## config.mk

```make
export PLATFORM = sky130hd
export DESIGN_NAME = pfracbrg_prog
export DESIGN_NICKNAME = d
export VERILOG_FILES = /design/src/rtl/pfracbrg_prog.sv
export SDC_FILE = /design/constraint.sdc
export NUM_CORES = 1
export LEC_CHECK = 0
export ABC_CLOCK_PERIOD_IN_PS = 2500
export BUFFER_PORTS_ARGS = -buffer_cell sky130_fd_sc_hd__buf_2
export CAP_MARGIN = 20
export CORE_MARGIN = 2
export CORE_UTILIZATION = 30
export CTS_BUF_LIST = sky130_fd_sc_hd__clkbuf_4 sky130_fd_sc_hd__clkbuf_8
export DETAILED_ROUTE_END_ITERATION = 8
export PLACE_DENSITY = 0.51
export SLEW_MARGIN = 30
export SYNTH_ARGS = -nofsm -noshare
export SYNTH_HDL_FRONTEND = slang
export SYNTH_SLANG_ARGS = --single-unit
```

## constraint.sdc

```tcl
create_clock -name clk_i -period 2.5 [get_ports clk_i]
set_input_delay 0.375 -clock clk_i [delete_from_list [all_inputs] [get_ports clk_i]]
set_output_delay 0.375 -clock clk_i [all_outputs]
set_load 0.02 [all_outputs]
```

## src/rtl/pfracbrg_prog.sv

```systemverilog
// pfracbrg_prog: runtime-programmable fractional baud rate generator with a segmented phase accumulator.
// Define PFRACBRG_PROG_MIDSTB_EN to build the mid-bit strobe; otherwise mid_stb_o is tied low.
module pfracbrg_prog #(
  parameter int                  ACC_BITS = 16,
  parameter int                  SEG_BITS = 8,
  parameter int                  OVS_BITS = 4,
  parameter logic [ACC_BITS-1:0] DEF_INC  = ACC_BITS'(32'd1677)
) (
  input  logic                clk_i,
  input  logic                rst_i,
  input  logic                clr_i,
  input  logic                en_i,
  input  logic [ACC_BITS-1:0] inc_i,
  input  logic                inc_wr_i,
  output logic                inc_pend_o,
  output logic                ovs_stb_o,
  output logic                ovs_clk_o,
  output logic                bit_stb_o,
  output logic                mid_stb_o
);

  localparam int                  NSEG     = ACC_BITS / SEG_BITS;
  localparam logic [OVS_BITS-1:0] CNT_LAST = {OVS_BITS{1'b1}};

  logic [SEG_BITS-1:0]           seg_q [NSEG];
  logic [SEG_BITS-1:0]           seg_d [NSEG];
  logic [SEG_BITS:0]             sum   [NSEG];
  logic [NSEG-1:0]               carry_q;
  logic [NSEG-1:0]               carry_d;
  logic [NSEG-1:0]               cin;
  logic [NSEG-1:0][SEG_BITS-1:0] inc_slice;
  logic [ACC_BITS-1:0]           inc_act_q;
  logic [ACC_BITS-1:0]           inc_act_d;
  logic [ACC_BITS-1:0]           shadow_q;
  logic [ACC_BITS-1:0]           shadow_d;
  logic [ACC_BITS-1:0]           inc_seg0;
  logic                          pend_q;
  logic                          pend_d;
  logic [OVS_BITS-1:0]           cnt_q;
  logic [OVS_BITS-1:0]           cnt_d;
  logic                          ovs_clk_q;
  logic                          ovs_clk_d;
  logic                          bit_stb_q;
  logic                          bit_stb_d;
  logic                          apply_tick;
  logic                          apply_now;
  logic                          tick_d;

  // A tick with a pending shadow feeds the new increment to segment 0 in that same cycle.
  always_comb begin
    apply_tick = carry_q[NSEG-1] & pend_q;
    apply_now  = apply_tick | (clr_i & pend_q);
    if (apply_tick) begin
      inc_seg0 = shadow_q;
    end else begin
      inc_seg0 = inc_act_q;
    end
  end

  assign inc_slice[0] = inc_seg0[SEG_BITS-1:0];

  // Segment k sees its increment slice k cycles late, matching the carry ripple skew.
  for (genvar k = 1; k < NSEG; k++) begin : g_skew
    logic [SEG_BITS-1:0] dly_q [k];
    logic [SEG_BITS-1:0] dly_d [k];

    always_comb begin
      dly_d = dly_q;
      if (clr_i) begin
        for (int j = 0; j < k; j++) dly_d[j] = {SEG_BITS{1'b0}};
      end else if (en_i) begin
        dly_d[0] = inc_seg0[k*SEG_BITS +: SEG_BITS];
        for (int j = 1; j < k; j++) dly_d[j] = dly_q[j-1];
      end else begin
        dly_d = dly_q;
      end
    end

    always_ff @(posedge clk_i) begin
      if (rst_i) begin
        for (int j = 0; j < k; j++) dly_q[j] <= {SEG_BITS{1'b0}};
      end else begin
        dly_q <= dly_d;
      end
    end

    assign inc_slice[k] = dly_q[k-1];
  end

  // Segment adders, tick derivation, oversample counter and increment hand-off.
  always_comb begin
    cin[0] = 1'b0;
    for (int k = 1; k < NSEG; k++) cin[k] = carry_q[k-1];
    for (int k = 0; k < NSEG; k++) begin
      sum[k] = {1'b0, seg_q[k]} + {1'b0, inc_slice[k]} + (SEG_BITS+1)'(cin[k]);
    end

    seg_d   = seg_q;
    carry_d = carry_q;
    if (clr_i) begin
      for (int k = 0; k < NSEG; k++) seg_d[k] = {SEG_BITS{1'b0}};
      carry_d = {NSEG{1'b0}};
    end else if (en_i) begin
      for (int k = 0; k < NSEG; k++) begin
        seg_d[k]   = sum[k][SEG_BITS-1:0];
        carry_d[k] = sum[k][SEG_BITS];
      end
    end else begin
      // The top carry is the emitted tick; it was already counted, so it drops rather than holds.
      carry_d[NSEG-1] = 1'b0;
    end
    tick_d = carry_d[NSEG-1];

    if (clr_i) begin
      cnt_d     = {OVS_BITS{1'b0}};
      ovs_clk_d = 1'b0;
      bit_stb_d = 1'b0;
    end else begin
      cnt_d     = cnt_q + OVS_BITS'(tick_d);
      ovs_clk_d = ovs_clk_q ^ tick_d;
      bit_stb_d = tick_d & (cnt_q == CNT_LAST);
    end

    if (apply_now) begin
      inc_act_d = shadow_q;
    end else begin
      inc_act_d = inc_act_q;
    end
    // A write in the apply cycle stays behind in the shadow and keeps the pending flag.
    if (inc_wr_i) begin
      shadow_d = inc_i;
      pend_d   = 1'b1;
    end else if (apply_now) begin
      shadow_d = shadow_q;
      pend_d   = 1'b0;
    end else begin
      shadow_d = shadow_q;
      pend_d   = pend_q;
    end
  end

  // State registers.
  always_ff @(posedge clk_i) begin
    if (rst_i) begin
      for (int k = 0; k < NSEG; k++) seg_q[k] <= {SEG_BITS{1'b0}};
      carry_q   <= {NSEG{1'b0}};
      inc_act_q <= DEF_INC;
      shadow_q  <= {ACC_BITS{1'b0}};
      pend_q    <= 1'b0;
      cnt_q     <= {OVS_BITS{1'b0}};
      ovs_clk_q <= 1'b0;
      bit_stb_q <= 1'b0;
    end else begin
      seg_q     <= seg_d;
      carry_q   <= carry_d;
      inc_act_q <= inc_act_d;
      shadow_q  <= shadow_d;
      pend_q    <= pend_d;
      cnt_q     <= cnt_d;
      ovs_clk_q <= ovs_clk_d;
      bit_stb_q <= bit_stb_d;
    end
  end

`ifdef PFRACBRG_PROG_MIDSTB_EN
  localparam logic [OVS_BITS-1:0] CNT_MID_PRE = OVS_BITS'((32'd1 << (OVS_BITS-1)) - 32'd1);

  logic mid_stb_q;
  logic mid_stb_d;

  // Mid-bit strobe fires with the tick that moves the counter to half scale.
  always_comb begin
    if (clr_i) begin
      mid_stb_d = 1'b0;
    end else begin
      mid_stb_d = tick_d & (cnt_q == CNT_MID_PRE);
    end
  end

  always_ff @(posedge clk_i) begin
    if (rst_i) begin
      mid_stb_q <= 1'b0;
    end else begin
      mid_stb_q <= mid_stb_d;
    end
  end

  assign mid_stb_o = mid_stb_q;
`else
  assign mid_stb_o = 1'b0;
`endif

  assign inc_pend_o = pend_q;
  assign ovs_stb_o  = carry_q[NSEG-1];
  assign ovs_clk_o  = ovs_clk_q;
  assign bit_stb_o  = bit_stb_q;

endmodule

```

==> results_dict.tcl <==
set metrics [dict create \
    fmax_ghz 0.433 \
    powerDensity_mw_per_mm2 584 \
    post_cts_buffers 0 \
    drt_wl_total_mm 7.20 \
    clock_path_buffers 2 \
    intPower_mw 1.56 \
    htree_levels 3 \
    hold_path.class "in2reg" \
    overflow 0 \
    grt_max_degree 39 \
    coreArea_sq_mm 0.0103 \
    drt_pass1_iterations 5 \
    arrival_ns 2.54 \
    gp_congestion 0.780 \
    worst-path-max-fanout 5 \
    num_vias 2581 \
    clock_power_share 0.391 \
    grt_first_pass_wirelength_mm 12.1 \
    ir_drop_mv 0.402 \
    vias_per_cell 4.83 \
    cp.required_ns 2.73 \
    synth_common_cells "dfxtp_1 (65), nand2_1 (51), nor2_1 (42)" \
    postCtsHoldBufs 0 \
    yosysUniqueCellTypes 46 \
    cp_top_family "compound AO/OA/AOI/OAI gates" \
    cp_slowest_cell "fa_1" \
    yosys.cell_count.top_type "dfxtp_1" \
    seq_area_frac_synth 0.408 \
    path_cells "nand2_4 > mux2_2 > ha_1 > fa_1 > a211o_1 > a21oi_1 > o21ai_0 > a32o_1" \
    synth_top_flop_cell "dfxtp_1" \
    maxCapViolCount 0 \
    regArea_sq_mm 0.00130 \
    synthToLayoutAreaGrowth_pct 14.6 \
    max_stage_delay_ns 0.43 \
    clock-sinks 65 \
    drive_gt1_frac 0.158 \
    final_max_slew_viol_count 0 \
    initial_core_util 0.309 \
    synth-seq-cells 65 \
    synth_edf_count 0 \
    synth_warnings 0 \
    io_pins 26 \
    tns_ns 0 \
    finalPower_mw 2.13 \
    grt_use_met2 0.194 \
    critical_path_class "reg2reg" \
    syn_inst 369 \
    grtUsageMet3 0.0328 \
    p_sw_frac 0.269 \
    multi_input_area_sq_mm 0.00175 \
    grt_use_met1 0.192 \
    synth.largest_area_cell "dfxtp_1" \
    period_share 0.923 \
    clock-root-buffer "clkbuf_8" \
    utilization 0.354 \
    numCtsBuffers 9 \
    worstSkewPairLatency_ns 0.34 \
    status "completed" \
    grt_setup_unrepaired "no" \
    cts_tree "built" \
    dp_hpwl_mm 5.00 \
    top_usage_layer "met2" \
    clock_skew_ns 0.00828 \
    port_buffers 24 \
    worst-r2r-setup-slack_ns 0.19 \
    grt_antenna_before_repair 0 \
    async_flop_share 0 \
    synth_area_leaders "dfxtp_1 (41%), ha_1 (6.7%), nand2_1 (6.0%)" \
    dieArea_sq_mm 0.0115 \
    track_usage 0.135 \
    min_period_ns 2.31 \
    wl_per_cell_um 13.5 \
    synth_fp_nets 410 \
    nNetsFinal 434 \
    end_kind "flip-flop" \
    ant_nets 0 \
    syn_avg_cell_area_sq_um 8.64 \
    die_y_um 107 \
    yosysTopAreaCellShare 0.408 \
    leakagePower_nw 1.57 \
    hold_violations 0 \
    path_clk_slew_ns 0.08 \
    setup_viol 0 \
    row_count 37 \
    p_sw_mw 0.575 \
    seq_power_share 0.514 \
    crit_buf_inv 0 \
    grt_pass1_vias 2402 \
    drt_iter0_markers 83 \
    fillers 1076 \
    syn-cell-area_sq_mm 0.00319 \
    die_width_um 107 \
    start_kind "flip-flop" \
    combPwrFrac 0.094 \
    drc 0 \
    whs_ns 0.259 \
    cts_resized 0 \
    n_antenna_cell 0 \
]
## path summary, 6_finish.rpt
check,to,depth (start not counted),start
worst min-delay path,shadow_q[5],3,inc_i[5]
worst min register to register,inc_act_q[1],2,inc_act_q[1]
worst max register to register,seg_q[14],8,carry_q[1]
worst max-delay path,seg_q[14],8,carry_q[1]
## sequential cells by signal (all words and copies together), names as in the netlist
name,count
shadow_q,16
ovs_clk_o,1
carry_q,2
cnt_q,4
g_skew.dly_q,8
bit_stb_o,1
seg_q,16
inc_act_q,16
inc_pend_o,1
## placed cells by master, fill, tap and decap left out, types with 2 or more instances in the layout
master / n
and3_1: 2
dfxtp_1: 64
o21a_1: 2
a311oi_1: 9
nor2b_1: 3
nand3b_1: 9
o21ai_0: 10
buf_2: 24
a211o_1: 3
nand2_1: 50
a21oi_1: 26
nor2_1: 42
clkbuf_8: 10
and2_1: 3
and4_1: 2
ha_1: 17
a21o_1: 6
or3_1: 3
inv_1: 11
fa_1: 2
clkinv_4: 2
xnor2_1: 4
mux2i_1: 19
buf_4: 11
a211oi_1: 6
mux2_2: 8
nor3_1: 4
nand3_1: 21
## power groups by stage
stage | clock network (mW) | logic (mW) | registers (mW)
3_3_place_gp | 0 | 0.201 | 1.12
4_1_cts | 0.874 | 0.204 | 1.10
3_5_place_dp | 0 | 0.203 | 1.12
6_report | 0.835 | 0.201 | 1.10
5_1_grt | 0.919 | 0.230 | 1.10
2_1_floorplan | 0 | 0.147 | 1.12
## worst min-delay path, delay by kind of cell
kind,cells,cell delay (ns)
buf+inv,1,0.08
simple gates,1,0.07
mux,1,0.05
## metrics by stage
stage / area [sq um] / std cells / setup WS [ns]
2_1_floorplan: 3210 / 369 / 0.0137
3_3_place_gp: 3460 / 518 / 0.113
3_5_place_dp: 3460 / 518 / 0.0750
4_1_cts: 3650 / 534 / 0.0497
5_1_grt: 3650 / 534 / 0.0110
6_report: 3650 / 534 / 0.192
## area by class of cell
type	instances	share of cell area
repair buffers	35	0.0555
inverters	11	0.0113
flip-flops and latches	65	0.356
well taps	136	0.0466
clock inverters	5	0.0106
multi-input cells	271	0.480
clock buffers	11	0.0397
## kinds of logic after synthesis
group,Yosys count,synth area share
AND/OR/NAND/NOR,145,0.207
AO/OA/AOI/OAI,73,0.150
adder cells (fa/ha/maj),20,0.0856
buffers and inverters,33,0.0459
XOR/XNOR,5,0.0137
multiplexers,27,0.0879
other,1,0.00118
flip-flops,65,0.408
## routing by layer
metal	part of all wire	wire, um
met1	0.53	3820
met2	0.42	3000
met3	0.038	270
met4	0.015	109
met5	0	0
Note: power is estimated with default switching activity, not from simulation.
